## config.mk

```make
export PLATFORM = sky130hd
export DESIGN_NAME = probe_arbiter_flat
export DESIGN_NICKNAME = d
export VERILOG_FILES = /design/src/rtl/probe_pkg.sv /design/src/rtl/probe_arbiter_if.sv /design/src/rtl/probe_arbiter_rr_pick.sv /design/src/rtl/probe_arbiter.sv /design/src/flat_wrapper.sv
export SDC_FILE = /design/constraint.sdc
export NUM_CORES = 1
export LEC_CHECK = 0
export ABC_AREA = 1
export BUFFER_PORTS_ARGS = -buffer_cell sky130_fd_sc_hd__buf_4
export CAP_MARGIN = 20
export CORE_MARGIN = 1.5
export CORE_UTILIZATION = 50
export CTS_CLUSTER_SIZE = 40
export DETAILED_ROUTE_END_ITERATION = 6
export HOLD_SLACK_MARGIN = 0.15
export PLACE_DENSITY = 0.79
export SYNTH_ARGS = -nofsm -noshare
export SYNTH_HDL_FRONTEND = slang
export SYNTH_SLANG_ARGS = --single-unit
```

## constraint.sdc

```tcl
create_clock -name UCLK -period 6.75 [get_ports UCLK]
set_input_delay 1.6875 -clock UCLK [delete_from_list [all_inputs] [get_ports UCLK]]
set_output_delay 1.6875 -clock UCLK [all_outputs]
set_load 0.005 [all_outputs]
```

## src/rtl/probe_pkg.sv

```systemverilog
// -----------------------------------------------------------------------------
// probe_pkg
// Shared definitions for the probe uplink tree: word width, header layout,
// the uplink reset pattern and the arbiter state encoding.
// -----------------------------------------------------------------------------
package probe_pkg;

    localparam int PROBE_W     = 32;
    localparam int HDR_LEN_LSB = 0;
    localparam int HDR_LEN_W   = 8;

    // Idle pattern on the uplink bus after reset; easy to spot on a probe.
    localparam logic [PROBE_W-1:0] PROBE_RESET_WORD = 32'hAAAA_AAAA;

    typedef enum logic [0:0] {
        IDLE = 1'b0,
        LOCK = 1'b1
    } probe_state_e;

    // Number of payload words that follow a header word.
    function automatic logic [HDR_LEN_W-1:0] hdr_len(input logic [PROBE_W-1:0] word);
        return word[HDR_LEN_LSB +: HDR_LEN_W];
    endfunction

endpackage

```

## src/rtl/probe_arbiter_if.sv

```systemverilog
// -----------------------------------------------------------------------------
// probe_arbiter_if
// Bundles the N child probe streams and the single parent uplink of one
// arbiter node.
//   DATAUPS/DATAVALIDS/DELAYS : child words, valids and pending flags (to node)
//   ACKS                      : per-child consume strobes (from node)
//   DATAUP/DATAVALID/DELAY    : uplink word, valid and pending flag (from node)
//   ACK                       : parent consumed DATAUP (to node)
//   ABORT                     : stall-timeout pulse (from node)
// master = the arbiter node, slave = the surrounding environment.
// -----------------------------------------------------------------------------
interface probe_arbiter_if
    import probe_pkg::*;
#(
    parameter int N = 4
);

    logic [N*PROBE_W-1:0] DATAUPS;
    logic [N-1:0]         DATAVALIDS;
    logic [N-1:0]         DELAYS;
    logic [N-1:0]         ACKS;
    logic [PROBE_W-1:0]   DATAUP;
    logic                 DATAVALID;
    logic                 DELAY;
    logic                 ACK;
    logic                 ABORT;

    modport master (
        input  DATAUPS, DATAVALIDS, DELAYS, ACK,
        output ACKS, DATAUP, DATAVALID, DELAY, ABORT
    );

    modport slave (
        output DATAUPS, DATAVALIDS, DELAYS, ACK,
        input  ACKS, DATAUP, DATAVALID, DELAY, ABORT
    );

endinterface

```

## src/rtl/probe_arbiter_rr_pick.sv

```systemverilog
// -----------------------------------------------------------------------------
// rr_pick
// Combinational rotating priority encoder. Scans req starting at index ptr and
// wrapping modulo N; the first set bit wins.
//   req     in  N       : request vector
//   ptr     in  IDX_W   : index with highest priority this cycle (< N)
//   gnt_oh  out N       : one-hot winner (all zero when no request)
//   gnt_idx out IDX_W   : winner index (zero when no request)
//   any     out 1       : at least one request present
// -----------------------------------------------------------------------------
module rr_pick #(
    parameter int N     = 4,
    parameter int IDX_W = (N > 1) ? $clog2(N) : 1
) (
    input  logic [N-1:0]     req,
    input  logic [IDX_W-1:0] ptr,
    output logic [N-1:0]     gnt_oh,
    output logic [IDX_W-1:0] gnt_idx,
    output logic             any
);

    logic [IDX_W:0]   pos_wide_s;
    logic [IDX_W-1:0] pos_s;
    logic             hit_s;
    logic             found_s;

    // Walk the ring from ptr; the sum gets one extra bit so wrap-around is a
    // single subtract even when N is not a power of two.
    always_comb begin
        gnt_oh     = {N{1'b0}};
        gnt_idx    = {IDX_W{1'b0}};
        found_s    = 1'b0;
        pos_wide_s = {(IDX_W+1){1'b0}};
        pos_s      = {IDX_W{1'b0}};
        hit_s      = 1'b0;
        for (int i = 0; i < N; i++) begin
            pos_wide_s     = {1'b0, ptr} + (IDX_W+1)'(i);
            pos_wide_s     = (pos_wide_s >= (IDX_W+1)'(N)) ? (pos_wide_s - (IDX_W+1)'(N))
                                                          : pos_wide_s;
            pos_s          = pos_wide_s[IDX_W-1:0];
            hit_s          = req[pos_s] & ~found_s;
            gnt_oh[pos_s]  = gnt_oh[pos_s] | hit_s;
            gnt_idx        = hit_s ? pos_s : gnt_idx;
            found_s        = found_s | hit_s;
        end
    end

    assign any = |req;

endmodule

```

## src/rtl/probe_arbiter.sv

```systemverilog
// -----------------------------------------------------------------------------
// probe_arbiter
// Packet-atomic N-way round-robin arbiter. Merges N child probe streams onto
// one registered 32-bit uplink, holding the grant for a whole message (header
// plus len payload words, len in header bits [7:0]). A locked child that
// stops presenting words for 2^STALL_W-1 cycles loses the lock and ABORT
// pulses; the partial message is not padded.
//   UCLK   in  : clock
//   URST   in  : asynchronous active-low reset
//   bus    io  : probe_arbiter_if.master (child streams in, uplink out)
// ACKS is combinational; DATAUP, DATAVALID and ABORT are registered.
// -----------------------------------------------------------------------------
module probe_arbiter
    import probe_pkg::*;
#(
    parameter int N       = 4,
    parameter int STALL_W = 10
) (
    input  logic             UCLK,
    input  logic             URST,
    probe_arbiter_if.master  bus
);

    localparam int                 IDX_W     = (N > 1) ? $clog2(N) : 1;
    localparam logic [IDX_W-1:0]   LAST_IDX  = IDX_W'(N-1);
    localparam logic [STALL_W-1:0] STALL_MAX = {STALL_W{1'b1}};

    probe_state_e           state_r, state_nxt_s;
    logic [IDX_W-1:0]       ptr_r, ptr_nxt_s;
    logic [IDX_W-1:0]       gnt_r, gnt_nxt_s;
    logic [HDR_LEN_W-1:0]   remaining_r, remaining_nxt_s;
    logic [STALL_W-1:0]     stall_r, stall_nxt_s;
    logic                   abort_r, abort_nxt_s;
    logic [PROBE_W-1:0]     dataup_r;
    logic                   datavalid_r;

    logic                   load_s;
    logic                   xfer_s;
    logic [N-1:0]           acks_s;
    logic [N-1:0]           pick_oh_s;
    logic [IDX_W-1:0]       pick_idx_s;
    logic                   pick_any_s;
    logic [PROBE_W-1:0]     child_word_s [N];
    logic [PROBE_W-1:0]     pick_word_s;
    logic [PROBE_W-1:0]     lock_word_s;
    logic [PROBE_W-1:0]     cap_word_s;
    logic [HDR_LEN_W-1:0]   pick_len_s;

    // Next child after idx on the ring.
    function automatic logic [IDX_W-1:0] next_idx(input logic [IDX_W-1:0] idx);
        return (idx == LAST_IDX) ? {IDX_W{1'b0}} : (idx + IDX_W'(1));
    endfunction

    rr_pick #(
        .N     (N),
        .IDX_W (IDX_W)
    ) u_pick (
        .req     (bus.DATAVALIDS),
        .ptr     (ptr_r),
        .gnt_oh  (pick_oh_s),
        .gnt_idx (pick_idx_s),
        .any     (pick_any_s)
    );

    for (genvar g = 0; g < N; g++) begin : g_unpack
        assign child_word_s[g] = bus.DATAUPS[g*PROBE_W +: PROBE_W];
    end

    // The output register can take a word when it is empty or being drained.
    assign load_s      = bus.ACK | ~datavalid_r;
    assign pick_word_s = child_word_s[pick_idx_s];
    assign lock_word_s = child_word_s[gnt_r];
    assign cap_word_s  = (state_r == LOCK) ? lock_word_s : pick_word_s;
    assign pick_len_s  = hdr_len(pick_word_s);

    // Grant, message tracking and stall timeout decisions for this cycle.
    always_comb begin
        state_nxt_s     = state_r;
        ptr_nxt_s       = ptr_r;
        gnt_nxt_s       = gnt_r;
        remaining_nxt_s = remaining_r;
        stall_nxt_s     = stall_r;
        abort_nxt_s     = 1'b0;
        acks_s          = {N{1'b0}};
        xfer_s          = 1'b0;
        case (state_r)
            IDLE: begin
                stall_nxt_s = {STALL_W{1'b0}};
                if (load_s && pick_any_s) begin
                    acks_s = pick_oh_s;
                    xfer_s = 1'b1;
                    if (pick_len_s == {HDR_LEN_W{1'b0}}) begin
                        // Header-only message: rotate past the winner now.
                        ptr_nxt_s = next_idx(pick_idx_s);
                    end else begin
                        gnt_nxt_s       = pick_idx_s;
                        remaining_nxt_s = pick_len_s;
                        state_nxt_s     = LOCK;
                    end
                end else begin
                    xfer_s = 1'b0;
                end
            end
            LOCK: begin
                if (load_s && bus.DATAVALIDS[gnt_r]) begin
                    acks_s[gnt_r]   = 1'b1;
                    xfer_s          = 1'b1;
                    stall_nxt_s     = {STALL_W{1'b0}};
                    remaining_nxt_s = remaining_r - HDR_LEN_W'(1);
                    if (remaining_r == HDR_LEN_W'(1)) begin
                        state_nxt_s = IDLE;
                        ptr_nxt_s   = next_idx(gnt_r);
                    end else begin
                        state_nxt_s = LOCK;
                    end
                end else if (stall_r == STALL_MAX) begin
                    // Locked child went quiet too long: drop the lock.
                    abort_nxt_s     = 1'b1;
                    state_nxt_s     = IDLE;
                    ptr_nxt_s       = next_idx(gnt_r);
                    remaining_nxt_s = {HDR_LEN_W{1'b0}};
                    stall_nxt_s     = {STALL_W{1'b0}};
                end else begin
                    stall_nxt_s = stall_r + STALL_W'(1);
                end
            end
            default: begin
                state_nxt_s = IDLE;
            end
        endcase
    end

    // Arbiter state: FSM, rotation pointer, locked child, counters, abort.
    always_ff @(posedge UCLK or negedge URST) begin
        if (!URST) begin
            state_r     <= IDLE;
            ptr_r       <= {IDX_W{1'b0}};
            gnt_r       <= {IDX_W{1'b0}};
            remaining_r <= {HDR_LEN_W{1'b0}};
            stall_r     <= {STALL_W{1'b0}};
            abort_r     <= 1'b0;
        end else begin
            state_r     <= state_nxt_s;
            ptr_r       <= ptr_nxt_s;
            gnt_r       <= gnt_nxt_s;
            remaining_r <= remaining_nxt_s;
            stall_r     <= stall_nxt_s;
            abort_r     <= abort_nxt_s;
        end
    end

    // Uplink output register; a drain and a capture in the same cycle keep
    // DATAVALID high so the uplink streams one word per cycle.
    always_ff @(posedge UCLK or negedge URST) begin
        if (!URST) begin
            dataup_r    <= PROBE_RESET_WORD;
            datavalid_r <= 1'b0;
        end else if (load_s) begin
            datavalid_r <= xfer_s;
            if (xfer_s) begin
                dataup_r <= cap_word_s;
            end
        end
    end

    // ACKS is held low while reset is asserted so no child pops a word that
    // the cleared output register would lose.
    assign bus.ACKS      = acks_s & {N{URST}};
    assign bus.DATAUP    = dataup_r;
    assign bus.DATAVALID = datavalid_r;
    assign bus.ABORT     = abort_r;
    assign bus.DELAY     = (|bus.DELAYS) | datavalid_r | (state_r == LOCK);

endmodule

```

## src/flat_wrapper.sv

```systemverilog
// flat-port wrapper written by rule: the top's interface ports become plain ports
module probe_arbiter_flat import probe_pkg::*;
#(
    parameter int N       = 4,
    parameter int STALL_W = 10
)
  (UCLK, URST, bus_DATAUPS, bus_DATAVALIDS, bus_DELAYS, bus_ACK, bus_ACKS, bus_DATAUP, bus_DATAVALID, bus_DELAY, bus_ABORT);
  probe_arbiter_if #(.N(N)) bus_i ();
  input  logic UCLK;
  input  logic URST;
  input wire logic [$bits(bus_i.DATAUPS)-1:0] bus_DATAUPS;
  input wire logic [$bits(bus_i.DATAVALIDS)-1:0] bus_DATAVALIDS;
  input wire logic [$bits(bus_i.DELAYS)-1:0] bus_DELAYS;
  input wire logic [$bits(bus_i.ACK)-1:0] bus_ACK;
  output wire logic [$bits(bus_i.ACKS)-1:0] bus_ACKS;
  output wire logic [$bits(bus_i.DATAUP)-1:0] bus_DATAUP;
  output wire logic [$bits(bus_i.DATAVALID)-1:0] bus_DATAVALID;
  output wire logic [$bits(bus_i.DELAY)-1:0] bus_DELAY;
  output wire logic [$bits(bus_i.ABORT)-1:0] bus_ABORT;
  assign bus_i.DATAUPS = bus_DATAUPS;
  assign bus_i.DATAVALIDS = bus_DATAVALIDS;
  assign bus_i.DELAYS = bus_DELAYS;
  assign bus_i.ACK = bus_ACK;
  assign bus_ACKS = bus_i.ACKS;
  assign bus_DATAUP = bus_i.DATAUP;
  assign bus_DATAVALID = bus_i.DATAVALID;
  assign bus_DELAY = bus_i.DELAY;
  assign bus_ABORT = bus_i.ABORT;
  probe_arbiter #(.N(N), .STALL_W(STALL_W)) u_core (.UCLK(UCLK), .URST(URST), .bus(bus_i));
endmodule
```

==> qor.txt <==
initial core utilization: 0.518
worst hold slack: 474 ps
Worst R2R Start: u_core.ptr_r[0]
worst path required time: 5060 ps
Worst Skew: 10.4 ps
ys async rst share: 1.00
syn nets: 1008
register bit total from synthesis: 57
height of the die: 107 um
post-route setup slack: 1310 ps
Clock Path Buffers: 2
Worst-Margin Slew: 1010 ps
run status: finished clean
cell area after synthesis: 0.00539 mm^2
WP data arrival: 3760 ps
Period minus WS final: 5440 ps
Clock Sinks: 57
top post-synthesis cells by area: dfrtp_1 (19%), nand2_1 (13%), o21ai_0 (12%)
GRT met1 Usage: 0.396
n_diodes: 0
HPWL after detailed placement: 12.0 mm
Die W: 107 um
Rel. slew slack: 0.326
top cells by count, synth: nand2_1 (193), o21ai_0 (127), nor2_1 (99), nand3_1 (80), a21oi_1 (63)
most common cell in the netlist: nand2_1
top-area cell type share of the netlist area: 0.190
Mapped Cells: 858
Clock transition at path regs: 80 ps
Worst setup EP type: output pin
CTS Buf Count: 9
Seq/Total Area, Yosys: 0.268
TritonCTS clock tree: yes
First DRT Iteration DRCs: 539
M3 GR Usage: 0.0729
# rows: 37
final slew viol count: 0
Total GRT Usage: 0.319
Clock Latency Late Sink: 340 ps
vias in the first global route: 6094
final hold vios: 0
total number of vias: 6561
LEAKAGE: 3.32 nW
Die ar.: 0.0114 mm^2
fillers: 990
Crit Path Max Fanout: 7
Worst Setup EP: bus_ACKS[2]
CP startpoint kind: input port
Util after Layout: 0.663
# hold bufs at CTS: 0
period utilization: 0.806
layout cells sized above 1: 0.256
average size of a mapped cell: 6.29 um^2
first-pass GRT wire length: 29.2 mm
total grt overflow: 0
Main synth FF type: dfrtp_1
# IOs: 178
gr busiest metal: met2
worst slack at placement: 1350 ps
Area Growth Syn to Fin: 28.1%
core area: 0.0104 mm^2
GR Util met2: 0.538
Post-CTS Setup Inserts: 0
Sum Neg Setup Slack: 0 ps
root buf cell: clkbuf_8
Post-layout nets: 1146
H-Tree Depth: 3
initial antenna violation count: 0
number of synthesized flops with an enable pin: 0
worst vdd ir: 0.809 mV
total power: 4.04 mW
R2R Setup Slk: 2250 ps
reg-to-reg critical path endpoint: u_core.remaining_r[1]
Avg WL per Cell: 15.7 um
RSZ-0062 raised after global routing: false
R2R cell count: 17
post-synth cell types: 42
via density per instance: 5.77
GP Congestion: 0.913
post-CTS sizing: 0
crit path from: bus_DATAVALIDS[3]
Worst Hold Class: reg -> reg
ANT nets after route: 0
DRT Pass-1 Iters: 5
Max Cap Viol: 0
Synth area leader: dfrtp_1
pin count of the biggest net entering global routing: 70
P per Cell Area: 585 mW/mm^2
port bufs: 177
critical path start-end classification: in -> out
yosys warns: 0
drt total wl: 17.9 mm
DR DRC count: 0
Final setup viols: 0
f_max: 184 MHz
[layout make-up]
class	count	area, um^2	share of cell area
Multi-Input combinational cell	683	3460	0.500
Sequential cell	57	1450	0.210
Timing Repair Buffer	186	1400	0.202
Inverter	59	221	0.0321
Tap cell	136	170	0.0246
Clock buffer	12	165	0.0239
Clock inverter	4	50.0	0.00725
[power by group]
part           internal [mW]  switching, mW
Clock                  0.200          0.149
Sequential             0.533          0.116
Combinational           1.03           2.01
[cell usage in the layout (no fill, tap or decap), types with 11 or more instances in the layout]
cell type,instances
a31oi_1,12
a21oi_1,63
o211ai_1,12
clkbuf_8,12
nand3_1,80
o21ai_0,127
nand2_1,193
o22ai_1,12
dfstp_2,16
nor2_1,99
o221ai_1,13
buf_4,186
ha_1,11
dfrtp_1,40
inv_1,51
[cells by family (layout without fill, tap and decap cells)]
family / after synthesis / count (layout) / share of synthesized area
buf+inv: 118 / 261 / 0.0910
xor+xnor: 9 / 9 / 0.0146
flops: 57 / 57 / 0.268
simple gates: 397 / 397 / 0.313
compound gates: 266 / 266 / 0.288
fa+ha+maj: 11 / 11 / 0.0255
[per-layer routing]
layer / vias to the layer above / wire (um)
li1: 3202 / -
met1: 3016 / 7440
met2: 304 / 8380
met3: 39 / 1570
met4: 0 / 514
met5: - / 0
[state kept, by name, indices dropped and copies added, names as in the netlist]
signal / flops
u_core.ptr_r: 2
u_core.remaining_r: 8
u_core.bus.DATAVALID: 1
u_core.stall_r: 10
u_core.bus.DATAUP: 32
u_core.gnt_r: 2
u_core.bus.ABORT: 1
u_core.state_r: 1
[worst min path at each step]
stage               slack, ps  depth (start not counted)                   from               endpoint
global placement          460                          2  u_core.bus.DATAUP[25]  u_core.bus.DATAUP[25]
detailed placement        460                          2  u_core.bus.DATAUP[11]  u_core.bus.DATAUP[11]
global route              480                          2  u_core.bus.DATAUP[11]  u_core.bus.DATAUP[11]
CTS                       470                          2  u_core.bus.DATAUP[23]  u_core.bus.DATAUP[23]
finish                    470                          2  u_core.bus.DATAUP[23]  u_core.bus.DATAUP[23]
floorplan                 460                          2  u_core.bus.DATAUP[11]  u_core.bus.DATAUP[11]
[critical path, cell delays in order]
cell and delay [ps]:
buf_4 100, inv_1 50, nand2_1 80, nand3_2 110
nand2_2 160, nand3_1 90, nand3_1 110, nand2_1 110
nand3_1 110, nand3_1 90, nand3_1 110, nand2_1 100
nand3_1 100, nand3_1 80, nand3_1 100, nand2_1 100
nand3_1 80, nand2_1 50, a21oi_1 190, buf_4 150
[metrics by stage]
step	std cells	cell area [um^2]
floorplan	858	5390
global placement	1121	6690
detailed placement	1121	6690
CTS	1137	6910
global route	1137	6910
finish	1137	6910
(Power assumes the default switching activity.)
